**config.mk**
```make
export PLATFORM = sky130hd
export DESIGN_NAME = hls_bus_arbiter_flat
export DESIGN_NICKNAME = d
export VERILOG_FILES = /design/src/rtl/hls_bus_pkg.sv /design/src/rtl/hls_bus_arbiter_if.sv /design/src/rtl/hls_rsp_order_fifo.sv /design/src/rtl/hls_bus_arbiter.sv /design/src/flat_wrapper.sv
export SDC_FILE = /design/constraint.sdc
export NUM_CORES = 1
export LEC_CHECK = 0
export ABC_AREA = 0
export CORE_AREA = 3 3 123 125
export DETAILED_ROUTE_END_ITERATION = 10
export DIE_AREA = 0 0 126 128
export SYNTH_ARGS = -nofsm -noshare
export SYNTH_HDL_FRONTEND = slang
export SYNTH_SLANG_ARGS = --single-unit
```
**constraint.sdc**
```tcl
create_clock -name clk -period 3.9 [get_ports clk]
set_clock_uncertainty 0.2 [all_clocks]
set_input_delay 0.975 -clock clk [delete_from_list [all_inputs] [get_ports clk]]
set_output_delay 0.975 -clock clk [all_outputs]
set_load 0.02 [all_outputs]
```
**src/rtl/hls_bus_pkg.sv**
```systemverilog
// Shared types for the two-master simple-bus arbiter and its read-order tracker.
package hls_bus_pkg;

  localparam int NUM_MASTERS = 2;
  // Payload struct widths; the arbiter's DATA_WIDTH / DATA_ADDR_WIDTH must not exceed these.
  localparam int CMD_ADDR_W = 32;
  localparam int CMD_DATA_W = 32;

  typedef logic master_id_t;

  typedef struct packed {
    logic [CMD_ADDR_W-1:0] address;
    logic [CMD_DATA_W-1:0] data;
    logic [3:0]            mask;
    logic                  write;
  } bus_cmd_t;

  typedef enum logic {
    LOCK_IDLE = 1'b0,
    LOCK_HELD = 1'b1
  } lock_state_e;

endpackage

```
**src/rtl/hls_bus_arbiter_if.sv**
```systemverilog
// Simple-bus command/response port. The master side drives commands and receives
// responses; the slave side accepts commands and returns read data.
//
// Handshake: a command transfers on a cycle where cmd_valid and cmd_ready are both 1.
// Once cmd_valid is raised, the master holds it and the payload stable until that cycle.
// cmd_ready may depend combinationally on cmd_valid. rsp_valid is a one-cycle pulse
// with no back-pressure.
interface hls_bus_if #(
  parameter int DATA_WIDTH = 32,
  parameter int ADDR_WIDTH = 32
);
  logic                  cmd_valid;
  logic                  cmd_ready;
  logic [ADDR_WIDTH-1:0] cmd_address;
  logic [DATA_WIDTH-1:0] cmd_data;
  logic [3:0]            cmd_mask;
  logic                  cmd_write;
  logic                  rsp_valid;
  logic [DATA_WIDTH-1:0] rsp_data;

  modport master (
    output cmd_valid, cmd_address, cmd_data, cmd_mask, cmd_write,
    input  cmd_ready, rsp_valid, rsp_data
  );

  modport slave (
    input  cmd_valid, cmd_address, cmd_data, cmd_mask, cmd_write,
    output cmd_ready, rsp_valid, rsp_data
  );
endinterface

```
**src/rtl/hls_rsp_order_fifo.sv**
```systemverilog
// Records which master issued each outstanding read, in issue order.
// A push and a pop in the same cycle are allowed even when full.
module hls_rsp_order_fifo
  import hls_bus_pkg::*;
#(
  parameter int DEPTH = 4,
  localparam int PTR_W = $clog2(DEPTH),
  localparam int CNT_W = PTR_W + 1
) (
  input  logic             clk,
  input  logic             rst,
  input  logic             push,
  input  master_id_t       push_id,
  input  logic             pop,
  output master_id_t       head_id,
  output logic             empty,
  output logic             full,
  output logic [CNT_W-1:0] count
);

  master_id_t       mem_q [DEPTH];
  master_id_t       mem_d [DEPTH];
  logic [PTR_W-1:0] rd_ptr_q, rd_ptr_d;
  logic [PTR_W-1:0] wr_ptr_q, wr_ptr_d;
  logic [CNT_W-1:0] count_q, count_d;
  logic             push_ok, pop_ok;

  assign empty   = (count_q == '0);
  assign full    = (count_q == CNT_W'(DEPTH));
  assign count   = count_q;
  assign head_id = mem_q[rd_ptr_q];

  // When full, the pop frees the head slot that this push overwrites.
  assign pop_ok  = pop & ~empty;
  assign push_ok = push & (~full | pop_ok);

  always_comb begin
    mem_d    = mem_q;
    rd_ptr_d = rd_ptr_q;
    wr_ptr_d = wr_ptr_q;
    if (push_ok) begin
      mem_d[wr_ptr_q] = push_id;
      wr_ptr_d        = wr_ptr_q + PTR_W'(1);
    end
    if (pop_ok) begin
      rd_ptr_d = rd_ptr_q + PTR_W'(1);
    end
    count_d = count_q + CNT_W'(push_ok) - CNT_W'(pop_ok);
  end

  always_ff @(posedge clk) begin
    if (!rst) begin
      rd_ptr_q <= '0;
      wr_ptr_q <= '0;
      count_q  <= '0;
    end else begin
      rd_ptr_q <= rd_ptr_d;
      wr_ptr_q <= wr_ptr_d;
      count_q  <= count_d;
    end
    mem_q <= mem_d;
  end

endmodule

```
**src/rtl/hls_bus_arbiter.sv**
```systemverilog
// Round-robin arbiter sharing one simple-bus port between two masters, with
// in-order routing of read responses back to the issuing master.
module hls_bus_arbiter
  import hls_bus_pkg::*;
#(
  parameter int DATA_WIDTH      = 32,
  parameter int DATA_ADDR_WIDTH = 32,
  parameter int MAX_OUTSTANDING = 4,
  localparam int CNT_W = $clog2(MAX_OUTSTANDING) + 1
) (
  input  logic             clk,
  input  logic             rst,
  hls_bus_if.slave         m0,
  hls_bus_if.slave         m1,
  hls_bus_if.master        s,
  output logic [CNT_W-1:0] outstanding,
  output logic             rsp_orphan,
  output lock_state_e      dbg_state
);

  lock_state_e state_q, state_d;
  master_id_t  lock_id_q, lock_id_d;
  master_id_t  prio_q, prio_d;
  logic        orphan_q, orphan_d;

  master_id_t  grant;
  bus_cmd_t    m0_cmd, m1_cmd, win_cmd;
  logic        win_valid, blocked, s_valid, accept, push, pop;
  logic        fifo_empty, fifo_full;
  master_id_t  head_id;

  always_comb begin
    m0_cmd = '{address: CMD_ADDR_W'(m0.cmd_address), data: CMD_DATA_W'(m0.cmd_data),
               mask: m0.cmd_mask, write: m0.cmd_write};
    m1_cmd = '{address: CMD_ADDR_W'(m1.cmd_address), data: CMD_DATA_W'(m1.cmd_data),
               mask: m1.cmd_mask, write: m1.cmd_write};
  end

  // A held (unaccepted) command keeps its grant so the payload cannot change under it.
  always_comb begin
    grant = prio_q;
    if (state_q == LOCK_HELD) begin
      grant = lock_id_q;
    end else if (m0.cmd_valid && !m1.cmd_valid) begin
      grant = 1'b0;
    end else if (m1.cmd_valid && !m0.cmd_valid) begin
      grant = 1'b1;
    end
  end

  assign win_cmd   = grant ? m1_cmd : m0_cmd;
  assign win_valid = grant ? m1.cmd_valid : m0.cmd_valid;

  // A read waits for a tracker slot rather than letting the other master overtake it.
  assign pop     = rst & s.rsp_valid & ~fifo_empty;
  assign blocked = ~win_cmd.write & fifo_full & ~pop;
  assign s_valid = rst & win_valid & ~blocked;
  assign accept  = s_valid & s.cmd_ready;
  assign push    = accept & ~win_cmd.write;

  always_comb begin
    state_d   = state_q;
    lock_id_d = lock_id_q;
    prio_d    = prio_q;
    orphan_d  = orphan_q | (s.rsp_valid & fifo_empty);
    if (accept) begin
      state_d = LOCK_IDLE;
      prio_d  = ~grant;
    end else if (s_valid) begin
      state_d   = LOCK_HELD;
      lock_id_d = grant;
    end
  end

  always_ff @(posedge clk) begin
    if (!rst) begin
      state_q   <= LOCK_IDLE;
      lock_id_q <= 1'b0;
      prio_q    <= 1'b0;
      orphan_q  <= 1'b0;
    end else begin
      state_q   <= state_d;
      lock_id_q <= lock_id_d;
      prio_q    <= prio_d;
      orphan_q  <= orphan_d;
    end
  end

  hls_rsp_order_fifo #(
    .DEPTH (MAX_OUTSTANDING)
  ) u_order (
    .clk     (clk),
    .rst     (rst),
    .push    (push),
    .push_id (grant),
    .pop     (pop),
    .head_id (head_id),
    .empty   (fifo_empty),
    .full    (fifo_full),
    .count   (outstanding)
  );

  assign s.cmd_valid   = s_valid;
  assign s.cmd_address = DATA_ADDR_WIDTH'(win_cmd.address);
  assign s.cmd_data    = DATA_WIDTH'(win_cmd.data);
  assign s.cmd_mask    = win_cmd.mask;
  assign s.cmd_write   = win_cmd.write;

  assign m0.cmd_ready = accept & (grant == 1'b0);
  assign m1.cmd_ready = accept & (grant == 1'b1);
  assign m0.rsp_valid = pop & (head_id == 1'b0);
  assign m1.rsp_valid = pop & (head_id == 1'b1);
  assign m0.rsp_data  = s.rsp_data;
  assign m1.rsp_data  = s.rsp_data;

  assign rsp_orphan = orphan_q;
  assign dbg_state  = state_q;

  a_locked_req_held: assert property (@(posedge clk) disable iff (!rst)
    (state_q == LOCK_HELD) |-> win_valid);

endmodule

```
**src/flat_wrapper.sv**
```systemverilog
// flat-port wrapper written by rule: the top's interface ports become plain ports
module hls_bus_arbiter_flat import hls_bus_pkg::*;
#(
  parameter int DATA_WIDTH      = 32,
  parameter int DATA_ADDR_WIDTH = 32,
  parameter int MAX_OUTSTANDING = 4,
  localparam int CNT_W = $clog2(MAX_OUTSTANDING) + 1
)
  (clk, rst, outstanding, rsp_orphan, dbg_state, m0_cmd_valid, m0_cmd_address, m0_cmd_data, m0_cmd_mask, m0_cmd_write, m0_cmd_ready, m0_rsp_valid, m0_rsp_data, m1_cmd_valid, m1_cmd_address, m1_cmd_data, m1_cmd_mask, m1_cmd_write, m1_cmd_ready, m1_rsp_valid, m1_rsp_data, s_cmd_valid, s_cmd_address, s_cmd_data, s_cmd_mask, s_cmd_write, s_cmd_ready, s_rsp_valid, s_rsp_data);
  hls_bus_if #(.DATA_WIDTH(DATA_WIDTH), .ADDR_WIDTH((32))) m0_i ();
  hls_bus_if #(.DATA_WIDTH(DATA_WIDTH), .ADDR_WIDTH((32))) m1_i ();
  hls_bus_if #(.DATA_WIDTH(DATA_WIDTH), .ADDR_WIDTH((32))) s_i ();
  input  logic clk;
  input  logic rst;
  output logic [CNT_W-1:0] outstanding;
  output logic rsp_orphan;
  output lock_state_e dbg_state;
  input wire logic [$bits(m0_i.cmd_valid)-1:0] m0_cmd_valid;
  input wire logic [$bits(m0_i.cmd_address)-1:0] m0_cmd_address;
  input wire logic [$bits(m0_i.cmd_data)-1:0] m0_cmd_data;
  input wire logic [$bits(m0_i.cmd_mask)-1:0] m0_cmd_mask;
  input wire logic [$bits(m0_i.cmd_write)-1:0] m0_cmd_write;
  output wire logic [$bits(m0_i.cmd_ready)-1:0] m0_cmd_ready;
  output wire logic [$bits(m0_i.rsp_valid)-1:0] m0_rsp_valid;
  output wire logic [$bits(m0_i.rsp_data)-1:0] m0_rsp_data;
  input wire logic [$bits(m1_i.cmd_valid)-1:0] m1_cmd_valid;
  input wire logic [$bits(m1_i.cmd_address)-1:0] m1_cmd_address;
  input wire logic [$bits(m1_i.cmd_data)-1:0] m1_cmd_data;
  input wire logic [$bits(m1_i.cmd_mask)-1:0] m1_cmd_mask;
  input wire logic [$bits(m1_i.cmd_write)-1:0] m1_cmd_write;
  output wire logic [$bits(m1_i.cmd_ready)-1:0] m1_cmd_ready;
  output wire logic [$bits(m1_i.rsp_valid)-1:0] m1_rsp_valid;
  output wire logic [$bits(m1_i.rsp_data)-1:0] m1_rsp_data;
  output wire logic [$bits(s_i.cmd_valid)-1:0] s_cmd_valid;
  output wire logic [$bits(s_i.cmd_address)-1:0] s_cmd_address;
  output wire logic [$bits(s_i.cmd_data)-1:0] s_cmd_data;
  output wire logic [$bits(s_i.cmd_mask)-1:0] s_cmd_mask;
  output wire logic [$bits(s_i.cmd_write)-1:0] s_cmd_write;
  input wire logic [$bits(s_i.cmd_ready)-1:0] s_cmd_ready;
  input wire logic [$bits(s_i.rsp_valid)-1:0] s_rsp_valid;
  input wire logic [$bits(s_i.rsp_data)-1:0] s_rsp_data;
  assign m0_i.cmd_valid = m0_cmd_valid;
  assign m0_i.cmd_address = m0_cmd_address;
  assign m0_i.cmd_data = m0_cmd_data;
  assign m0_i.cmd_mask = m0_cmd_mask;
  assign m0_i.cmd_write = m0_cmd_write;
  assign m0_cmd_ready = m0_i.cmd_ready;
  assign m0_rsp_valid = m0_i.rsp_valid;
  assign m0_rsp_data = m0_i.rsp_data;
  assign m1_i.cmd_valid = m1_cmd_valid;
  assign m1_i.cmd_address = m1_cmd_address;
  assign m1_i.cmd_data = m1_cmd_data;
  assign m1_i.cmd_mask = m1_cmd_mask;
  assign m1_i.cmd_write = m1_cmd_write;
  assign m1_cmd_ready = m1_i.cmd_ready;
  assign m1_rsp_valid = m1_i.rsp_valid;
  assign m1_rsp_data = m1_i.rsp_data;
  assign s_cmd_valid = s_i.cmd_valid;
  assign s_cmd_address = s_i.cmd_address;
  assign s_cmd_data = s_i.cmd_data;
  assign s_cmd_mask = s_i.cmd_mask;
  assign s_cmd_write = s_i.cmd_write;
  assign s_i.cmd_ready = s_cmd_ready;
  assign s_i.rsp_valid = s_rsp_valid;
  assign s_i.rsp_data = s_rsp_data;
  hls_bus_arbiter #(.DATA_WIDTH(DATA_WIDTH), .DATA_ADDR_WIDTH(DATA_ADDR_WIDTH), .MAX_OUTSTANDING(MAX_OUTSTANDING)) u_core (.clk(clk), .rst(rst), .m0(m0_i), .m1(m1_i), .s(s_i), .outstanding(outstanding), .rsp_orphan(rsp_orphan), .dbg_state(dbg_state));
endmodule
```
# --- Yosys cells after proc, flatten, opt, wreduce, memory -nomap -nowiden ---
# Index checks and enable logic that the tools add are counted.
word_totals:
  romBits: 0
  memories: 0
  ram_bits: 0
  latchBits: 0
  word_cells: 66
  register_bits: 15
  inputBits: 176
classes:
  addsub: 4
  n_div: 0
  n_eq_ne: 1
  order_cmp: 3
  n_reduce_logical: 8
  mul: 0
  shifts: 0
  muxes: 11
  bitwise: 28
ops:
  columns: ["cell", "n"]
  rows:
  - ["69-bit 2-to-1 mux", 1]
  - ["1-bit bitwise AND", 15]
  - ["1-bit inverter", 9]
  - ["1-bit 2-to-1 mux", 7]
  - ["3-bit >= comparator, second input constant", 2]
  - ["2-bit inverter with 3-bit output", 2]
  - ["2-bit by 1-bit adder with 2-bit output, second input constant", 2]
  - ["4-bit bitwise mux", 1]
  - ["3-bit by 1-bit adder with 3-bit output", 1]
  - ["3-bit equality test, second input constant", 1]
  - ["1-bit logical AND", 3]
  - ["3-bit logical NOT", 1]
  - ["3-bit by 1-bit less-than comparator with 1-bit output, second input constant", 1]
  - ["3-bit by 1-bit subtractor with 3-bit output", 1]
  - ["1-bit binary-select mux with 2-bit select", 1]
  - ["1-bit demux with 2-bit select", 1]
  - ["1-bit logical NOT", 2]
  - ["1-bit bitwise OR", 2]
  - ["2-bit AND reduction", 1]
  - ["2-bit OR reduction", 1]

# --- Longest topological paths before layout ---
# Gate-level depths: netlist of the first run.
logic_depth:
  depth_word: 16
  mapped_depth: 11
  mapped_depth_nobuf: 11

# --- Cells and area by module ---
# A second synthesis of the first run with hierarchy kept.
unflattened:
  cells_unflattened: 227
  hier_area_um2: 2183.3
by_module_without_submodules:
  columns: ["module", "instances", "cells_each", "area_per_inst_um2"]
  rows:
  - ["hls_bus_arbiter", 1, 178, 1599.0]
  - ["hls_rsp_order_fifo", 1, 49, 584.3]

# --- Least setup slack after synthesis of the first run ---
# OpenSTA, ideal clock, no wires.
synth_timing:
  path_kind: "input to output"
  start: "input m0_cmd_valid"
  end: "output s_cmd_address[10]"
  path_slack_ps: 534
  stages: 4
  required_time_ps: 2725
  path_buffers: 1
  t_arrival_ps: 2191
  cell_sequence: "a21boi_2 o31ai_4 buf_6 mux2_2"
synth_between:
  elab_chain_len: 6
  elab_cells_between_ends: 7
  cone_classes: "4 x mux; 3 x reduce/logical"
synth_lines:
  columns: ["item", "line_no", "source"]
  rows:
  - ["start, declared", "flat_wrapper.sv:18", "input wire logic [$bits(m0_i.cmd_valid)-1:0] m0_cmd_valid;"]
  - ["1-bit logical NOT", "hls_bus_arbiter.sv:46", "end else if (m1.cmd_valid && !m0.cmd_valid) begin"]
  - ["1-bit logical AND", "hls_bus_arbiter.sv:46", null]
  - ["1-bit 2-to-1 mux", "hls_bus_arbiter.sv:46", null]
  - ["1-bit 2-to-1 mux (*)", "hls_bus_arbiter.sv:44", "end else if (m0.cmd_valid && !m1.cmd_valid) begin"]
  - ["1-bit 2-to-1 mux (*)", "hls_bus_arbiter.sv:42", "if (state_q == LOCK_HELD) begin"]
  - ["net u_core.grant", "hls_bus_arbiter.sv:26", "master_id_t grant;"]
  - ["69-bit 2-to-1 mux (*)", "hls_bus_arbiter.sv:51", "assign win_cmd = grant ? m1_cmd : m0_cmd;"]
  - ["end, declared", "flat_wrapper.sv:35", "output wire logic [$bits(s_i.cmd_address)-1:0] s_cmd_address;"]
# The timed path passes the listed nets; every way through them passes the cells marked *.

# --- Worst setup path after layout of the first run ---
layout_timing:
  start: "input m0_cmd_write"
  end: "output s_cmd_valid"
layout_between:
  elab_chain_len: 6
layout_lines:
  columns: ["item", "line_no", "source"]
  rows:
  - ["start, declared", "flat_wrapper.sv:22", "input wire logic [$bits(m0_i.cmd_write)-1:0] m0_cmd_write;"]
  - ["69-bit 2-to-1 mux", "hls_bus_arbiter.sv:51", null]
  - ["1-bit inverter", "hls_bus_arbiter.sv:56", "assign blocked = ~win_cmd.write & fifo_full & ~pop;"]
  - ["1-bit bitwise AND (2 in series)", "hls_bus_arbiter.sv:56", null]
  - ["1-bit inverter", "hls_bus_arbiter.sv:57", "assign s_valid = rst & win_valid & ~blocked;"]
  - ["1-bit bitwise AND", "hls_bus_arbiter.sv:57", null]
  - ["end, declared", "flat_wrapper.sv:34", "output wire logic [$bits(s_i.cmd_valid)-1:0] s_cmd_valid;"]
# No other way between the ends.

==> results.md, run 1 <==
- Outcome: finished clean
- Post-synthesis xor/xnor area fraction: 0.0158
- Register area share after synthesis: 0.154
- Crit path arrival time: ~2.6 ns
- Synth Net Count: approximately 420
- ANT cells: 0
- WL final: approximately 10000 um
- Asr flop ratio synth: 0
- Dpl cells: 583
- Post-route minimum period: 3.81 ns
- F_max: between 200 and 300 MHz
- Peak VDD IR: between 0.15 and 0.2 mV
- Synth Area in Simple Gates: 0.0854
- Num CTS Buffers: 3
- Hold Crit Start: u_core.rsp_orphan
- Via Count: 2312
- Post-synthesis mux area share: 0.366
- Fin. Hold Viols: 0
- Worst setup EP type: output port
- TritonRoute pass-1 iters: 4
- Fill cells: between 1500 and 2000
- Dominant synthesized flop cell: dfxtp_1
- Largest net degree at the start of global routing: 26
- Final setup viols: 0
- Htree depth: 1
- GRT Util Overall: 0.105
- CP max FO: 4
- WL/cell: 16.6 um
- Max Cap Viol: 0
- Area Overhead vs Synth: 90.1%
- Final instance area: roughly 4200 um^2
- Gate Count Post-Synth: ~230
- Syn Area/Cell: ~9.5 um^2
- CTS tree: yes
- Starting Density: 0.158
- Register-to-Register Path Depth: 12
- Vias in the first global route: around 2400
- Worst EP required: approximately 2.7 ns
- # hold bufs at CTS: 0
- Reg-to-reg critical path startpoint: u_core.lock_id_q
- Netlist Area Pre-Place: 2210 um^2
- Nets: 600
- CTS clock-pin slew for the worst setup and hold paths: around 0.05 ns
- Main combinational cell family by area after synthesis: multiplexers
- Post-Synth Adder-Cell Area: 0.0430
- Clock root cell: clkbuf_16
- Ports: about 320
- Hpwl dp: around 8000 um
- Tightest Pin Transition: ~0.36 ns
- Row cnt: 43
- Synthesized flop and latch total: 15
- DR iter-0 viols: 47
- Slew Limit Fails: 0
- Yosys cell types: 31
- Period utilization: 0.977
- DRC Markers: 0
- Die Area: ~16000 um^2
- Compound-Gate Fraction of Synth Area: 0.0644
- Die X: between 100 and 150 um
- Input/output buffers: roughly 220
- Post-route setup TNS: 0 ns
- Slew HR: 0.759
- Maximum root-to-sink buffer count: 2
- Via density: between 3 and 4
- EDFF count, synth: 4
- Grt ovf: 0
- Reg2Reg Setup Slack: roughly 1.1 ns
- Die Span Y: ~130 um
- Clock sinks: 15
- Worst Setup Path Type: input pin to output port
- Core Region: between 10000 and 15000 um^2
- Hold Path Depth: 2
- Fraction of layout cells with a size suffix above 1: 0.428
- Placed Area: 4270 um^2
- Worst min-delay path category: flop to flop
- Latest clock arrival within the worst-skew pair: around 0.25 ns
- Antenna-violating nets left: 0
- Layout Cells excl Fill: between 500 and 600
- Syn. warnings: 0
- Hold Crit Endpoint: u_core.rsp_orphan
- First-pass GRT wire length: between 10000 and 15000 um
- Leakage: 1.76 nW
- P per Cell Area: about 290 nW/um^2
- GP Congestion: 0.777
- Initial antenna violation count: 1
- Setup crit start kind: input pin
- FF-to-FF End: u_core.u_order.count[2]
worst max-delay path by stage:
stage                        endpoint  slack (ns)    startpoint
finish                    s_cmd_valid        0.09  m0_cmd_write
global route              s_cmd_valid       -0.04  m0_cmd_write
CTS                 s_cmd_address[19]        -0.1  m0_cmd_valid
detailed placement     s_cmd_data[15]       -0.51  m1_cmd_valid
global placement       s_cmd_data[15]       -0.48  m1_cmd_valid
floorplan           s_cmd_address[10]        0.53  m0_cmd_valid
layout by cell type, fill, tap and decap left out, types with 5 or more instances in the layout:
master and count:
clkdlybuf4s50_1 148, mux2_2 70, buf_2 46, buf_4 22
clkbuf_2 20, dfxtp_1 11, inv_1 10, nand2_1 8
nor2_1 7, and2_1 7, clkbuf_16 7, ha_1 6
and3_1 5
through the flow:
step                utilization  setup slack [ns]  power (W)  hold WS [ns]
floorplan                     -             0.534   0.000698         0.269
global placement          0.305            -0.478    0.00101         0.278
detailed placement        0.305            -0.509    0.00102         0.287
CTS                       0.298           -0.0986    0.00117         0.304
global route              0.301           -0.0420    0.00127         0.341
finish                    0.301            0.0893    0.00120         0.303
report_power, final:
group / internal [W] / total (W) / leakage [nW] / switching (W)
Clock: 0.000138 / 0.000204 / 0.0371 / 0.0000657
Sequential: 0.000183 / 0.000210 / 0.127 / 0.0000272
Combinational: 0.000432 / 0.000785 / 1.60 / 0.000353
metal layers:
layer  vias to the layer above  track usage  part of all wire
met5                         -            0            0.0013
met4                         2       0.0265             0.019
met3                        32       0.0342             0.090
met2                       160        0.190              0.50
met1                      1010        0.120              0.38
li1                       1108            -                 -
synthesized netlist by cell type, types with 4 or more instances:
cell | n | area (um^2)
mux2_2 | 70 | 788
buf_4 | 64 | 480
dfxtp_1 | 11 | 220
inv_1 | 10 | 37.5
nand2_1 | 8 | 30.0
and2_1 | 7 | 43.8
buf_6 | 7 | 78.8
nor2_1 | 7 | 26.3
ha_1 | 6 | 75.1
and3_1 | 5 | 31.3
a21oi_1 | 4 | 20.0
edfxtp_1 | 4 | 120
nand3_1 | 4 | 20.0
final cells by class:
class                   count  area [um^2]  area share
well taps                 180          225      0.0535
multi-input cells         136         1280       0.305
inverters                  10         37.5     0.00892
repair buffers            251         2240       0.532
clock inverters             1         7.51     0.00178
flip-flops and latches     15          340      0.0809
clock buffers               3         75.1      0.0178
flip-flops by register name (all words and copies together), names as in the netlist:
register / count
u_core.lock_id_q: 1
u_core.u_order.mem_q: 4
u_core.u_order.rd_ptr_q: 2
u_core.u_order.count: 3
u_core.u_order.wr_ptr_q: 2
u_core.prio_q: 1
u_core.rsp_orphan: 1
u_core.dbg_state: 1
critical path, cell delays in order:
cell and delay (ns):
clkdlybuf4s50_1 0.53, nor4b_1 0.32, a21oi_2 0.07, o21a_1 0.14, a21oi_1 0.23, dlygate4sd2_1 0.37
cells by family (layout without fill, tap and decap cells):
kind of cell,Yosys count,after routing
fa+ha+maj,7,7
simple gates,37,37
mux,71,71
buf+inv,82,265
flops,15,15
xor+xnor,4,4
compound gates,17,17
timing repair:
item	CTS	global route
gates cloned	1	4
setup buffers	3	1
resized for setup	204	61
setup endpoints to repair	70	70
pin swaps	1	1
hold endpoints to repair	0	0
Note: power is estimated with default switching activity, not from simulation.
==> run 2, diff against run 1 <==
- CORE_AREA: 3 3 123 125 -> 3 3 124 126
- DIE_AREA: 0 0 126 128 -> 0 0 127 129
- DONT_BUFFER_PORTS: default -> 1
==> run 2 against run 1 <==
Fmax increased by 11%. Via count is 36% lower. Cell area decreased by 52%. Clock-buffer cell count unchanged. First-iteration DRC count up 4.3%. Sequential share of layout area is 8.9 points higher. Core utilization shrank 16 points. Largest cell class is now multi-input combinational cells. Largest power group unchanged.
==> results.md, run 2 (synthesis gave the netlist of run 1 again) <==
- Clock sinks: 15
- Setup crit start kind: input pin
- Worst EP required: 2.72 ns
- DR iter-0 viols: between 40 and 50
- Peak VDD IR: around 0.11 mV
- Post-route setup TNS: 0 ns
- Via Count: 1470
- Commonest non-fill, non-tap cell in the layout: mux2_2
- Crit path max-delay cell type: mux2_2
- Vias in the first global route: roughly 1400
- Row cnt: 44
- Crit path arrival time: between 2 and 2.5 ns
- Initial antenna violation count: 4
- Final setup viols: 0
- Hpwl dp: 6670 um
- Fraction of layout cells with a size suffix above 1: 0.482
- Max Cap Viol: 0
- Grt ovf: 0
- Largest register FFs: 4
- CP max FO: 60
- Slew HR: 0.573
- Num CTS Buffers: 3
- F_max: 291 MHz
- Largest net degree at the start of global routing: slightly above 60
- Unrepaired setup endpoints after global routing: false
- GP Congestion: 0.746
- Placed Area: 1920 um^2
- Period utilization: 0.880
- Nets: between 300 and 400
- Slew Limit Fails: 0
- Worst setup EP type: output port
- Cells along the critical path: a21boi_2 > o31ai_4 > buf_12 > mux2_2
- P per Cell Area: ~420 nW/um^2
- Worst min-delay path category: flop to flop
- Antenna-violating nets left: 0
- Most frequent cells in the layout: mux2_2 (70), dfxtp_1 (11), inv_1 (10)
- Post-route minimum period: ~3.4 ns
- Dpl cells: roughly 350
- Latest clock arrival within the worst-skew pair: ~0.24 ns
- Layout Cells excl Fill: 356
- Outcome: finished clean
- Leakage: approximately 0.7 nW
- CP max stage delay: 0.47 ns
- Die X: ~130 um
- TritonRoute pass-1 iters: 4
- Tightest Pin Transition: 0.635 ns
- DRC Markers: 0
- Core Region: roughly 14000 um^2
- CTS tree: yes
- Htree depth: 1
- Area Overhead vs Synth: -9.38%
- Power Total: ~0.00084 W
- Hold_ws: 0.316 ns
- Setup Buffers After CTS: 0
- Final instance area: between 2000 and 2500 um^2
- Clock root cell: clkbuf_16
- First-pass GRT wire length: just under 9000 um
- WL final: 7470 um
- Fin. Hold Viols: 0
- Maximum root-to-sink buffer count: 2
- Starting Density: 0.153
- Worst Setup Path Type: input pin to output port
- WL/cell: 21.0 um
- Input/output buffers: 0
- Via density: ~4.1
- Die Area: between 15000 and 20000 um^2
- Ports: between 300 and 400
- CTS resizes: 0
- CTS clock-pin slew for the worst setup and hold paths: 0.05 ns
- # hold bufs at CTS: 0
- Most flop-heavy register: u_core.u_order.mem_q
- Die Span Y: approximately 130 um
- GRT Util Overall: 0.0742
[run 2: changes by cell type in the layout (fill, tap and decap cells not counted), moves of 2 or more]
cell,previous run,this run
buf_12,3,1
clkdlybuf4s50_1,148,0
buf_6,3,0
dlygate4sd2_1,3,0
clkbuf_16,7,3
buf_2,46,0
diode_2,0,4
clkbuf_2,20,0
buf_4,22,2
[run 2: report_power, final]
group	leakage, nW	switching [W]	internal, W
logic	0.532	0.000257	0.000157
clock network	0.0409	0.0000630	0.000137
registers	0.127	0.0000452	0.000183
total	0.699	0.000365	0.000477
[run 2: metal layers]
layer	up-vias	track usage	share of wire
met5	-	0	0
met4	0	0.0492	0.057
met3	40	0.0672	0.20
met2	163	0.105	0.43
met1	649	0.0699	0.31
li1	618	-	-
[run 2: layout make-up]
| class | count | area (um^2) |
|---|---|---|
| Inverter | 10 | 37.5 |
| Fill cell | 1610 | 12400 |
| Clock buffer | 3 | 75.1 |
| Timing Repair Buffer | 3 | 35.0 |
| Sequential cell | 15 | 340 |
| Multi-Input combinational cell | 136 | 1270 |
| Clock inverter | 1 | 5.00 |
| Antenna cell | 4 | 10.0 |
| Tap cell | 184 | 230 |
[run 2: stage by stage]
stage | utilization | worst slack (ns)
after global routing | 0.139 | 0.449
after detailed placement | 0.133 | 0.485
after global placement | 0.133 | 0.519
after floorplan | - | 0.534
after CTS | 0.138 | 0.485
final | 0.139 | 0.467
[run 2: worst paths after layout]
check                           slack [ns]                  startpoint  cells past startpoint                          to
worst max-delay path                  0.47                m0_cmd_valid                      4            s_cmd_address[0]
worst min-delay path                  0.32  u_core.u_order.wr_ptr_q[1]                      2  u_core.u_order.wr_ptr_q[1]
worst max register to register        0.95            u_core.lock_id_q                     11     u_core.u_order.count[2]
worst min register to register        0.32  u_core.u_order.wr_ptr_q[1]                      2  u_core.u_order.wr_ptr_q[1]
[run 2: critical path: cells and delay by family]
family | cells | cell delay (ns)
muxes | 1 | 0.47
buffers and inverters | 1 | 0.30
AOI/OAI and AO/OA | 2 | 0.45
